--- config.mk ---
export PLATFORM = sky130hd
export DESIGN_NAME = alu_seq_ctrl
export DESIGN_NICKNAME = d
export VERILOG_FILES = /design/src/rtl/alu_seq_ctrl_pkg.sv /design/src/rtl/alu_seq_ctrl.sv
export SDC_FILE = /design/constraint.sdc
export NUM_CORES = 1
export LEC_CHECK = 0
export BUFFER_PORTS_ARGS = -buffer_cell sky130_fd_sc_hd__buf_2
export CAP_MARGIN = 5
export CORE_AREA = 2 2 72 74
export CTS_BUF_LIST = sky130_fd_sc_hd__clkbuf_4 sky130_fd_sc_hd__clkbuf_8
export DETAILED_ROUTE_END_ITERATION = 16
export DIE_AREA = 0 0 74 76
export PLACE_DENSITY_LB_ADDON = 0.08
export SLEW_MARGIN = 40
export SYNTH_ARGS = -nofsm -noshare
export SYNTH_HDL_FRONTEND = slang
export SYNTH_SLANG_ARGS = --single-unit
export TNS_END_PERCENT = 20
--- constraint.sdc ---
create_clock -name clk_i -period 2.1 [get_ports clk_i]
set_input_delay 0.315 -clock clk_i [delete_from_list [all_inputs] [get_ports clk_i]]
set_output_delay 0.315 -clock clk_i [all_outputs]
set_load 0.01 [all_outputs]
--- src/rtl/alu_seq_ctrl_pkg.sv ---
// Shared definitions for the 16-bit ALU sequencer: ALU opcodes, operation and state enums.
package definitions;

    localparam int OPW_DEF = 5;

    localparam logic [OPW_DEF-1:0] kMOV = 5'd0;
    localparam logic [OPW_DEF-1:0] kADD = 5'd1;
    localparam logic [OPW_DEF-1:0] kXOR = 5'd2;
    localparam logic [OPW_DEF-1:0] kLSH = 5'd3;
    localparam logic [OPW_DEF-1:0] kRSH = 5'd4;

    typedef enum logic [1:0] {ADD16, XOR16, SHL16, SHR16} seq_op_t;
    typedef enum logic [1:0] {IDLE, FIRST, SECOND, FIN} seq_state_t;

    function automatic logic [OPW_DEF-1:0] op_code(input seq_op_t op);
        case (op)
            ADD16:   return kADD;
            XOR16:   return kXOR;
            SHL16:   return kLSH;
            default: return kRSH;
        endcase
    endfunction

endpackage

--- src/rtl/alu_seq_ctrl.sv ---
// Runs 16-bit ADD/XOR/SHL/SHR on an external 8-bit combinational ALU as LSW/MSW pass pairs.
// ALU_SEQ_ZERO_FLAG_EN adds a ZERO16 flag register; without it ZERO16 is tied low.
module alu_seq_ctrl
    import definitions::*;
#(
    parameter int DW  = 8,
    parameter int OPW = 5,
    parameter int SHW = 4
) (
    input  logic              clk_i,
    input  logic              rst_i,
    input  logic              start_i,
    output logic              ready_o,
    input  logic [1:0]        opsel_i,
    input  logic [SHW-1:0]    shamt_i,
    input  logic [2*DW-1:0]   opa_i,
    input  logic [2*DW-1:0]   opb_i,
    output logic [2*DW-1:0]   result_o,
    output logic              carry_o,
    output logic              zero16_o,
    output logic              done_o,
    output logic [DW-1:0]     alu_a_o,
    output logic [DW-1:0]     alu_b_o,
    output logic [OPW-1:0]    alu_op_o,
    output logic              alu_sc_in_o,
    input  logic [DW-1:0]     alu_out_i,
    input  logic              alu_sc_out_i,
    input  logic              alu_zero_i
);

    seq_state_t        state_q, state_d;
    seq_op_t           op_q, op_d;
    logic [2*DW-1:0]   res_q, res_d;
    logic [2*DW-1:0]   opb_q, opb_d;
    logic [SHW-1:0]    cnt_q, cnt_d;
    logic              cy_q, cy_d;
    logic              carry_q, carry_d;
    logic              is_shift_q;
    logic              hi_half;

    assign is_shift_q = (op_q == SHL16) || (op_q == SHR16);
    // SHR walks MSW first so the bit leaving the upper half lands in the lower half.
    assign hi_half    = (state_q == FIRST) ? (op_q == SHR16) : (op_q != SHR16);

    always_comb begin
        state_d     = state_q;
        op_d        = op_q;
        res_d       = res_q;
        opb_d       = opb_q;
        cnt_d       = cnt_q;
        cy_d        = cy_q;
        carry_d     = carry_q;
        alu_a_o     = '0;
        alu_b_o     = '0;
        alu_op_o    = OPW'(kMOV);
        alu_sc_in_o = 1'b0;
        case (state_q)
            IDLE: begin
                if (start_i) begin
                    op_d    = seq_op_t'(opsel_i);
                    res_d   = opa_i;
                    opb_d   = opb_i;
                    cnt_d   = shamt_i;
                    cy_d    = 1'b0;
                    carry_d = 1'b0;
                    if ((seq_op_t'(opsel_i) == SHL16 || seq_op_t'(opsel_i) == SHR16)
                        && shamt_i == '0)
                        state_d = FIN;
                    else
                        state_d = FIRST;
                end
            end
            FIRST, SECOND: begin
                alu_a_o  = hi_half ? res_q[2*DW-1:DW] : res_q[DW-1:0];
                if (!is_shift_q)
                    alu_b_o = hi_half ? opb_q[2*DW-1:DW] : opb_q[DW-1:0];
                alu_op_o = OPW'(op_code(op_q));
                if (hi_half)
                    res_d[2*DW-1:DW] = alu_out_i;
                else
                    res_d[DW-1:0] = alu_out_i;
                if (state_q == FIRST) begin
                    cy_d    = alu_sc_out_i;
                    state_d = SECOND;
                end else begin
                    alu_sc_in_o = cy_q;
                    carry_d     = (op_q == XOR16) ? 1'b0 : alu_sc_out_i;
                    if (is_shift_q && cnt_q > SHW'(1)) begin
                        cnt_d   = cnt_q - SHW'(1);
                        state_d = FIRST;
                    end else begin
                        state_d = FIN;
                    end
                end
            end
            FIN:     state_d = IDLE;
            default: state_d = IDLE;
        endcase
    end

    always_ff @(posedge clk_i or posedge rst_i) begin
        if (rst_i) begin
            state_q <= IDLE;
            op_q    <= ADD16;
            res_q   <= '0;
            opb_q   <= '0;
            cnt_q   <= '0;
            cy_q    <= 1'b0;
            carry_q <= 1'b0;
        end else begin
            state_q <= state_d;
            op_q    <= op_d;
            res_q   <= res_d;
            opb_q   <= opb_d;
            cnt_q   <= cnt_d;
            cy_q    <= cy_d;
            carry_q <= carry_d;
        end
    end

`ifdef ALU_SEQ_ZERO_FLAG_EN
    logic zf_q, zf_d;

    // The last iteration's two passes overwrite whatever earlier iterations left.
    always_comb begin
        zf_d = zf_q;
        case (state_q)
            IDLE:    if (start_i) zf_d = (opa_i == '0);
            FIRST:   zf_d = alu_zero_i;
            SECOND:  zf_d = zf_q & alu_zero_i;
            default: zf_d = zf_q;
        endcase
    end

    always_ff @(posedge clk_i or posedge rst_i) begin
        if (rst_i) zf_q <= 1'b0;
        else       zf_q <= zf_d;
    end

    assign zero16_o = zf_q;
`else
    logic unused_alu_zero;
    assign unused_alu_zero = alu_zero_i;
    assign zero16_o        = 1'b0;
`endif

    assign ready_o  = (state_q == IDLE);
    assign done_o   = (state_q == FIN);
    assign result_o = res_q;
    assign carry_o  = carry_q;

endmodule

==> summary by stage, run 1 <==
Run status
The run finished, with violations left. The final reports fail on setup timing.

Timing
The minimum setup slack in the final design is -8.181 ps. In the finished design, the share of the clock period the worst path needs comes to 1.004. Setup repair after global routing could not meet its margin everywhere.

The clock skew is 6.682 ps. The final count of hold timing violations is 0. Setup violations remaining at the end of the flow were counted as 1. The number of max-slew violations in the final report is 0.

For this run, the top clock speed supported by timing is 0.4743 GHz. The final sum of negative setup slack is -8.181 ps. The final period demand of the worst path is 2108 ps.

Drt
Dividing the detail-routed via count by the number of cells gives 4.970. For this run, the detailed router's first-pass iteration total came to 4. For this block, the routed nets add up to 5.912 mm of wire. Once detail routing completed, the nets flagged for antenna violations numbered 0. The number of vias in the routed layout is 2122.

The wire length per cell is 13.85 µm. The detailed router's first-iteration violation count is 72. For this run, design rule violations remaining after detail routing come to 0.

Critical path
Along the worst path, the maximum fanout reaches 8. The critical path launch point type is a flop. The type of destination of the critical path is a primary output. In this run the critical register-to-register path is launched from state_q[0]. Across all register-to-register paths, the minimum setup slack is 90 ps. The end of the worst register-to-register path is cnt_q[0]. The number of cells traversed by the worst register-to-register path is 7. The data arrival time of the critical path is 1790 ps.

The data required time of the worst path is 1780 ps. The kind of critical path is reg -> out.

Synth
The post-synthesis area per instance is 9.702 µm². By area the synthesized netlist is led by dfrtp_1 (44%), mux2_2 (8.9%), nand2_1 (8.1%). The cell type with the highest aggregate area in the netlist is dfrtp_1. The post-synthesis async set-or-reset flop share is 1.000.

The cell count after synthesis came out at 248. The synthesized flop and latch total is 42. The share of synthesized area in the top cell type comes to 0.4368.

Counting flops with a built-in enable in the synthesized netlist gives 0. The cell area after synthesis is 0.002406 mm². The Yosys warning count is 0.

The number of library cell types mapped by synthesis is 41. The primary flip-flop cell chosen by synthesis mapping is dfrtp_1. The share of the yosys chip area belonging to registers is 0.4368.

CTS
The number of buffers added to fix hold violations after cts is 0. The clock tree from TritonCTS is yes. The clock transition at the register clock pins on the worst setup and hold paths after CTS is 80 ps. Counting the buffers created by CTS gives 5. Clock tree synthesis selected as its root buffer the cell clkbuf_8. The clock tree synthesis step divided the H-tree into 2 levels. The clock insertion delay at the later pin of the skew report is 300 ps.

CTS saw 42 sinks. The maximum buffer depth of the clock tree is 2.

Place
Before CTS, the worst setup slack after placement is 129.0 ps. At the end of routability-driven placement, the weighted congestion stood at 0.8337. In this run the cell area measured after placement is 0.003014 mm². The post-detailed-placement half-perimeter wirelength is 4.083 mm. The total instance count after detailed placement is 410. Buffers placed on the I/O ports in this run total 88.

Power and ir drop
The overall power after layout is 6.685 mW. For this design the ratio of total power to cell area is 1980 mW/mm². The worst IR drop on VDD is 0.9317 mV. Summed over all cells, the static leakage comes to 1.689 nW.

Cells and area
After the flow finishes, the layout carries non-filler instances totaling 427. Leaving out fill and tap cells, the most frequent cells in the layout are buf_2 (88), nand2_1 (45), dfrtp_1 (41). The layout overhead on the synthesized area is 40.30%.

The number of diodes is 0. After the last flow step, the layout net total stands at 417. The share of cells above drive strength 1 is 0.4986.

Leaving out fill and tap cells, the most frequent cell in the layout is buf_2. After routing the design area is 0.003376 mm².

Global routing
Summed over all layers, the global routing overflow is 0. The global-route total usage across every layer is 0.2144. Entering global routing, the biggest net connects 26 pins. The number of global-route vias before repair was 2045. The number of antenna violations at the first check in global routing is 0.

The first global-routing pass estimated 9.308 mm of wire.

Floorplan
In this run the horizontal extent of the chip is 74 µm. The number of ports placed on the die boundary is 93. The initial core utilization is 0.4898. The number of rows in the core area is 26. The die covers 0.005624 mm².

The floorplan die height is 76 µm. The area of the core is 0.004912 mm².

Job
The number of maximum-capacitance constraint violations is 0.

Hold path
In this run the worst hold path is classified as in -> async.
[area by class of cell]
| class | count | area [µm²] |
|---|---|---|
| Tap cell | 70 | 87.58 |
| Inverter | 9 | 33.78 |
| Sequential cell | 42 | 1052 |
| Clock inverter | 1 | 30.03 |
| Timing Repair Buffer | 114 | 693.2 |
| Fill cell | 398 | 1536 |
| Clock buffer | 7 | 83.83 |
| Multi-Input combinational cell | 184 | 1395 |
[layer usage]
| layer | up-vias | global-route usage | wire length [µm] |
|---|---|---|---|
| li1 | 1058 | - | - |
| met1 | 996 | 0.2764 | 2607 |
| met2 | 61 | 0.3607 | 2970 |
| met3 | 7 | 0.03042 | 249 |
| met4 | 0 | 0.07636 | 85 |
| met5 | - | 0 | 0 |
[metrics by stage]
| stage | utilization | hold WS (ps) |
|---|---|---|
| after floorplan | - | 465.6 |
| after CTS | 0.6689 | 62.45 |
| after detailed placement | 0.6136 | 380.5 |
| after global routing | 0.6872 | 49.94 |
| after global placement | 0.6136 | 377.2 |
| final | 0.6872 | 9.390 |
[sequential cells by signal, summed over array words and instances (netlist names)]
name	count
opb_q	16
op_q	2
result_o	16
cnt_q	4
state_q	2
carry_o	1
cy_q	1
[power breakdown]
part           switching (mW)  total (mW)  internal, mW
clock network           0.280       0.662         0.382
logic                    2.29        4.49          2.21
registers               0.296        1.53          1.23
total                    2.86        6.68          3.82
[worst max-delay path, stage by stage (launching register included)]
cell	delay (ps)
dfrtp_2	440
ha_4	180
buf_6	120
xnor2_4	220
clkbuf_16	200
nand2_1	70
a21oi_2	120
buf_2	140
[cell usage after synthesis, drive strengths merged (2+ instances only)]
cell type and instances:
a21boi 8, a21oi 12, a22o 2, and2 2
buf 12, clkbuf 4, dfrtp 42, ha 10
inv 9, mux2 19, mux2i 18, nand2 53
nand2b 2, nor2 8, nor2b 2, nor3 2
nor3b 2, o211ai 2, o21ai 20, or4b 3
[how the worst max path moves through the flow]
stage               cells after the start        from    endpoint  slack, ps
floorplan                               7  state_q[1]  alu_a_o[5]         40
global placement                        7     op_q[0]  alu_a_o[3]        160
detailed placement                      7  state_q[1]    cnt_q[0]        130
CTS                                     5     op_q[1]  alu_b_o[6]        -30
global route                            7     op_q[0]  alu_b_o[5]       -110
finish                                  7     op_q[1]  alu_b_o[5]         -8
[repair_timing]
action                                  in CTS  in global routing
endpoints found under the setup margin      16                 16
buffers inserted                             5                  2
gates cloned                                 2                  1
resized for setup                           28                 22
pin swaps                                    6                 10
[logic make-up after synthesis]
| kind of cell | after synthesis | synth area share |
|---|---|---|
| and+or+nand+nor | 80 | 0.1570 |
| adders and majority gates | 10 | 0.05200 |
| DFF | 42 | 0.4368 |
| buffers and inverters | 25 | 0.05356 |
| xor gates and xnor gates | 2 | 0.007282 |
| muxes | 37 | 0.1638 |
| AOI/OAI and AO/OA | 51 | 0.1279 |
| other | 1 | 0.001559 |
Note: power is estimated with default switching activity, not from simulation.
==> run 2, diff against run 1 <==
--- a/config.mk
+++ b/config.mk
@@ -7,11 +7,12 @@
 export LEC_CHECK = 0
 export BUFFER_PORTS_ARGS = -buffer_cell sky130_fd_sc_hd__buf_2
 export CAP_MARGIN = 5
-export CORE_AREA = 2 2 72 74
+export CORE_AREA = 2 2 81 83
 export CTS_BUF_LIST = sky130_fd_sc_hd__clkbuf_4 sky130_fd_sc_hd__clkbuf_8
 export DETAILED_ROUTE_END_ITERATION = 16
-export DIE_AREA = 0 0 74 76
+export DIE_AREA = 0 0 83 85
 export PLACE_DENSITY_LB_ADDON = 0.08
+export SKIP_CTS_REPAIR_TIMING = 1
 export SLEW_MARGIN = 40
 export SYNTH_ARGS = -nofsm -noshare
 export SYNTH_HDL_FRONTEND = slang
==> summary by stage, run 2 (same netlist as run 1, synthesis figures left out) <==
Timing
The final period demand of the worst path is 2191 ps (was 2108 ps). At the pin with the least slew margin, the transition time is 566.6 ps. The final sum of negative setup slack is -489.8 ps (was -8.181 ps). The final count of hold timing violations was 0 (unchanged).

RSZ-0062 raised after global routing: yes (unchanged). The peak clock frequency supported by timing is 0.4564 GHz (was 0.4743 GHz). The max-slew headroom at the worst pin is 0.6223. The clock skew was 6.546 ps (was 6.682 ps). The minimum setup slack in the final design came to -91.20 ps (was -8.181 ps).

The portion of the clock cycle consumed by the worst path in the final layout is 1.043 (was 1.004). The number of max-slew violations in the final report is 0 (unchanged). The hold slack came to 128.6 ps (was 9.390 ps).

The total setup violations reported at the end of the flow is 12 (was 1).

Place
The placer congestion estimate is 0.8074 (was 0.8337). The setup slack after placement is 43.88 ps (was 129.0 ps). The total instance count after detailed placement is 414 (was 410). The count of port buffers added during placement is 88 (unchanged). The post-detailed-placement half-perimeter wirelength is 4.064 mm (was 4.083 mm). The cell area after placement came to 0.003000 mm² (was 0.003014 mm²).

Global routing
The global-route total usage across every layer was 0.1665 (was 0.2144). The wire length of the first global-routing pass is 9.425 mm (was 9.308 mm). The total overflow reported by the global router is 0 (unchanged). The number of global-route vias before repair was 1996 (was 2045). The number of antenna violations at the first check in global routing is 0 (unchanged). The maximum number of pins on one net before global-route repair is 43 (was 26).

Floorplan
The number of rows in the core area is 29 (was 26). The die extent in x is 83 µm (was 74 µm). The floorplan die height is 85 µm (was 76 µm). The area of the core is 0.006205 mm² (was 0.004912 mm²).

The number of ports placed on the die boundary came to 93 (unchanged). The full die area is 0.007055 mm² (was 0.005624 mm²). The initial core utilization is 0.3878 (was 0.4898).

Critical path
The kind of critical path is reg -> out (unchanged). The type of destination of the critical path is a primary output (unchanged). The largest stage delay on the critical path came to 410 ps (was 440 ps).

The number of cells traversed by the worst register-to-register path is 8 (was 7). Critical-path cell list: inv_2 -> ha_4 -> or3b_4 -> buf_6 -> a21oi_1 -> buf_2 (was ha_4 -> buf_6 -> xnor2_4 -> clkbuf_16 -> nand2_1 -> a21oi_2 -> buf_2). The data required time of the worst path is 1780 ps (about the same). The critical path launch point type is a flop (unchanged).

The data arrival time of the critical path is 1880 ps (was 1790 ps). The worst-path maximum fanout was 8 (unchanged). The cell with the largest stage delay on the worst path is dfrtp_1 (was dfrtp_2).

Cells and area
The count of non-filler cells in the finished layout came to 429 (was 427). The post-layout net count was 412 (was 417). The layout overhead on the synthesized area came to 35.41% (was 40.30%). The commonest non-fill, non-tap cell in the layout is buf_2 (unchanged).

The number of diodes came to 0 (unchanged). The total non-filler cell area in the finished layout was 0.003258 mm² (was 0.003376 mm²). The share of cells above drive strength 1 is 0.4489 (was 0.4986). Top library cells by usage in the layout, fill and taps aside: buf_2 (88), nand2_1 (52), dfrtp_1 (41) (was buf_2 (88), nand2_1 (45), dfrtp_1 (41)).

CTS
The maximum buffer depth of the clock tree is 2 (unchanged). The total CTS buffers is 5 (unchanged). The number of levels in the clock H-tree is 2 (unchanged). The clock root buffer is clkbuf_8 (unchanged). The clock insertion delay at the later pin of the skew report is 290 ps (was 300 ps). The TritonCTS sink count is 42 (unchanged).

The clock transition at the register clock pins on the worst setup and hold paths after CTS is 80 ps (about the same). The clock tree from TritonCTS is yes (unchanged).

Job
The number of maximum-capacitance constraint violations came to 0 (unchanged).

Run status
Result of the run: finished with violations (unchanged). Violations in the final reports: setup timing (unchanged).

Drt
The wire length after detailed routing is 5.841 mm (was 5.912 mm). The detailed router's first-iteration violation count is 103 (was 72). The count of antenna-violating nets left after detailed routing is 0 (unchanged). The number of iterations in the first detailed-routing pass is 4 (unchanged). The wire length per cell came to 13.62 µm (was 13.85 µm). The number of vias in the routed layout is 2075 (was 2122). The remaining routing DRC violations was 0 (unchanged). The via density per instance is 4.837 (was 4.970).

Power and ir drop
The worst IR drop on VDD was 0.6825 mV (was 0.9317 mV). The power density relative to cell area is 1949 mW/mm² (was 1980 mW/mm²). The leakage component of the power came to 1.641 nW (was 1.689 nW).

Hold path
The worst min-delay path category was in -> async (unchanged).
-- run 2: cell types whose count changed in the layout (fill, tap and decap cells not counted), moves of 4 or more --
| cell | previous run | this run |
|---|---|---|
| a21boi_0 | 0 | 4 |
| a21boi_2 | 5 | 0 |
| nand2_1 | 45 | 52 |
| nand2_2 | 7 | 1 |
-- run 2: where the power goes --
| part | internal [mW] | switching, mW |
|---|---|---|
| clock | 0.382 | 0.274 |
| sequential | 1.23 | 0.276 |
| combinational | 2.03 | 2.16 |
| total | 3.64 | 2.71 |
-- run 2: through the flow --
| step | total power [mW] | utilization |
|---|---|---|
| after global placement | 5.246 | 0.4836 |
| after global routing | 6.954 | 0.5251 |
| after detailed placement | 5.288 | 0.4836 |
| after floorplan | 3.956 | - |
| final | 6.350 | 0.5251 |
| after CTS | 5.977 | 0.5019 |
-- run 2: routing by layer --
layer / global-route usage / wire [µm] / up-vias
met5: 0 / 0 / -
met4: 0.04918 / 68 / 0
met3: 0.03696 / 318 / 5
met2: 0.2683 / 2717 / 59
met1: 0.2263 / 2737 / 964
li1: - / - / 1047
-- run 2: worst max-delay path, delay by kind of cell, from the launching register on --
kind,cells,cell delay [ps]
AND/OR/NAND/NOR,1,380
adder cells (fa/ha/maj),1,280
buffers and inverters,3,380
flip-flops,1,410
AO/OA/AOI/OAI,1,130
-- run 2: final timing paths --
check / end / slack, ps / start
worst max-delay path: alu_b_o[3] / -90 / state_q[0]
worst max register to register: cnt_q[0] / 110 / state_q[0]
max in group asynchronous: cnt_q[0] / 1560 / rst_i
worst min-delay path: opb_q[6] / 130 / rst_i
worst min register to register: result_o[1] / 500 / result_o[1]
min in group clk_i: opb_q[12] / 250 / opb_i[12]
-- run 2: layout make-up --
type / count / area (µm²)
Fill cell: 600 / 2947
Multi-Input combinational cell: 183 / 1324
Sequential cell: 42 / 1052
Timing Repair Buffer: 110 / 638.1
Tap cell: 77 / 96.34
Clock buffer: 7 / 83.83
Inverter: 9 / 33.78
Clock inverter: 1 / 30.03
==> run 3, diff against run 2 <==
--- a/config.mk
+++ b/config.mk
@@ -9,9 +9,11 @@
 export CAP_MARGIN = 5
 export CORE_AREA = 2 2 81 83
 export CTS_BUF_LIST = sky130_fd_sc_hd__clkbuf_4 sky130_fd_sc_hd__clkbuf_8
+export CTS_CLUSTER_SIZE = 20
 export DETAILED_ROUTE_END_ITERATION = 16
 export DIE_AREA = 0 0 83 85
 export PLACE_DENSITY_LB_ADDON = 0.08
+export RECOVER_POWER = 50
 export SKIP_CTS_REPAIR_TIMING = 1
 export SLEW_MARGIN = 40
 export SYNTH_ARGS = -nofsm -noshare
==> summary by stage, run 3 (same netlist as run 1, synthesis figures left out) <==
Critical path
The cell with the largest stage delay on the worst path is dfrtp_1 (unchanged). The reg-to-reg critical path startpoint is state_q[0] (unchanged). The end of the worst register-to-register path is cnt_q[0] (unchanged). The critical path launch point type is a flop (unchanged).

The largest stage delay on the critical path was 410 ps (about the same). The number of buffers and inverters on the critical path is 3 (unchanged). The kind of critical path is reg -> out (unchanged). Critical-path cell list: inv_2 -> ha_4 -> or3b_4 -> buf_6 -> a21oi_1 -> buf_2 (unchanged). The worst-path maximum fanout is 8 (unchanged). The number of cells traversed by the worst register-to-register path was 8 (unchanged). The type of destination of the critical path is a primary output (unchanged).

The data required time of the worst path is 1780 ps (about the same). The reg-to-reg setup timing slack was 110 ps (about the same). The dominant delay contributor by cell family on the critical path is flip-flops (unchanged). The data arrival time of the critical path came to 1880 ps (about the same).

Power and ir drop
The worst IR drop on VDD is 0.6825 mV (about the same). The leakage component of the power is 1.640 nW (was 1.641 nW). The power density relative to cell area is 1950 mW/mm² (was 1949 mW/mm²).

Cells and area
The share of cells above drive strength 1 is 0.4489 (unchanged). The post-layout net count is 412 (unchanged). The final cell utilization of the core is 0.5247 (was 0.5251).

Top library cells by usage in the layout, fill and taps aside: buf_2 (88), nand2_1 (52), dfrtp_1 (41) (unchanged). The layout overhead on the synthesized area is 35.31% (was 35.41%). The number of inserted filler cells in the final layout is 601 (was 600). The total non-filler cell area in the finished layout was 0.003256 mm² (was 0.003258 mm²). The commonest non-fill, non-tap cell in the layout is buf_2 (unchanged). The number of diodes is 0 (unchanged).

Timing
The clock skew is 6.425 ps (was 6.546 ps). RSZ-0062 raised after global routing: yes (unchanged). The total setup violations reported at the end of the flow came to 12 (unchanged). The number of max-slew violations in the final report is 0 (unchanged). The minimum setup slack in the final design is -91.22 ps (was -91.20 ps). The peak clock frequency supported by timing is 0.4564 GHz (about the same). The actual transition at the worst max-transition pin is 1098 ps (was 566.6 ps). The final count of hold timing violations is 0 (unchanged).

The max-slew headroom at the worst pin is 0.2681 (was 0.6223). The final period demand of the worst path is 2191 ps (about the same). The portion of the clock cycle consumed by the worst path in the final layout is 1.043 (about the same).

Place
The cell area after placement is 0.003000 mm² (unchanged). The placer congestion estimate was 0.8074 (unchanged). The count of port buffers added during placement was 88 (unchanged). The post-detailed-placement half-perimeter wirelength is 4.064 mm (unchanged).

Floorplan
The die extent in x is 83 µm (unchanged). The area of the core came to 0.006205 mm² (unchanged). The initial core utilization is 0.3878 (unchanged).

The number of ports placed on the die boundary is 93 (unchanged). The full die area is 0.007055 mm² (unchanged). The number of rows in the core area is 29 (unchanged). The floorplan die height came to 85 µm (unchanged).

Drt
The number of vias in the routed layout is 2080 (was 2075). The number of iterations in the first detailed-routing pass is 4 (unchanged). The detailed router's first-iteration violation count is 105 (was 103).

The wire length per cell is 13.62 µm (unchanged). The count of antenna-violating nets left after detailed routing is 0 (unchanged). The remaining routing DRC violations is 0 (unchanged).

The via density per instance is 4.848 (was 4.837). The wire length after detailed routing was 5.841 mm (unchanged).

Hold path
The path with the worst hold slack has its endpoint at opb_q[12]. The worst min-delay path category is in -> reg (was in -> async). The startpoint of the tightest hold check path is opb_i[12]. Along the worst hold path, the cell count comes to 2.

Global routing
The global-route total usage across every layer came to 0.1665 (unchanged). The wire length of the first global-routing pass is 9.425 mm (unchanged). The number of global-route vias before repair is 1996 (unchanged).

The total overflow reported by the global router came to 0 (unchanged). The maximum number of pins on one net before global-route repair is 43 (unchanged). The number of antenna violations at the first check in global routing is 0 (unchanged).

CTS
The clock transition at the register clock pins on the worst setup and hold paths after CTS was 80 ps (about the same). The maximum buffer depth of the clock tree came to 2 (unchanged). The number of levels in the clock H-tree is 2 (unchanged). The clock insertion delay at the later pin of the skew report is 290 ps (about the same). The clock root buffer is clkbuf_8 (unchanged). The clock tree from TritonCTS is yes (unchanged). The total CTS buffers is 5 (unchanged). The TritonCTS sink count came to 42 (unchanged).

Run status
Violations in the final reports: setup timing (unchanged). Result of the run: finished with violations (unchanged).

Job
The number of maximum-capacitance constraint violations was 0 (unchanged).
[run 3: cell type report]
cell class / count / area [µm²] / area share
Multi-Input combinational cell: 183 / 1324 / 0.4066
Inverter: 9 / 33.78 / 0.01038
Timing Repair Buffer: 110 / 635.6 / 0.1952
Tap cell: 77 / 96.34 / 0.02959
Clock inverter: 1 / 30.03 / 0.009224
Sequential cell: 42 / 1052 / 0.3232
Clock buffer: 7 / 83.83 / 0.02575
[run 3: worst max path at each step]
| stage | slack [ps] | to | cells after the start | start |
|---|---|---|---|---|
| 3_5_place_dp | 40 | alu_b_o[3] | 6 | state_q[0] |
| 6_report | -90 | alu_b_o[3] | 6 | state_q[0] |
| 2_1_floorplan | 40 | alu_a_o[5] | 7 | state_q[1] |
| 4_1_cts | -290 | alu_b_o[1] | 6 | state_q[0] |
| 3_3_place_gp | 40 | alu_b_o[3] | 6 | state_q[0] |
| 5_1_grt | -130 | alu_b_o[6] | 6 | state_q[0] |
[run 3: metrics by stage]
stage	power (mW)	std cells	hold WS (ps)	TNS [ps]	setup WS, ps
floorplan	3.956	250	465.6	0	42.19
global placement	5.246	414	482.7	0	39.77
detailed placement	5.288	414	484.0	0	43.88
CTS	5.977	422	163.6	-3378	-287.4
global route	6.953	429	242.7	-1754	-134.8
finish	6.350	429	246.7	-490.1	-91.22
[run 3: report_power, final]
part | total [mW] | internal [mW] | switching [mW]
logic | 4.18 | 2.02 | 2.16
registers | 1.51 | 1.23 | 0.276
clock network | 0.657 | 0.382 | 0.275
total | 6.35 | 3.64 | 2.71
[run 3: worst register-to-register path, stage by stage (launching register included)]
cell and delay, ps:
dfrtp_1 410, inv_2 80, ha_4 280, buf_4 110
buf_12 130, nor2_1 70, or4b_4 520, nor3_2 180
o22ai_1 100
[run 3: routing by layer]
layer | global-route usage | part of all wire | vias to the layer above
met2 | 0.2683 | 0.47 | 60
met4 | 0.04918 | 0.012 | 0
met5 | 0 | 0 | -
li1 | - | - | 1047
met3 | 0.03696 | 0.054 | 5
met1 | 0.2263 | 0.47 | 968
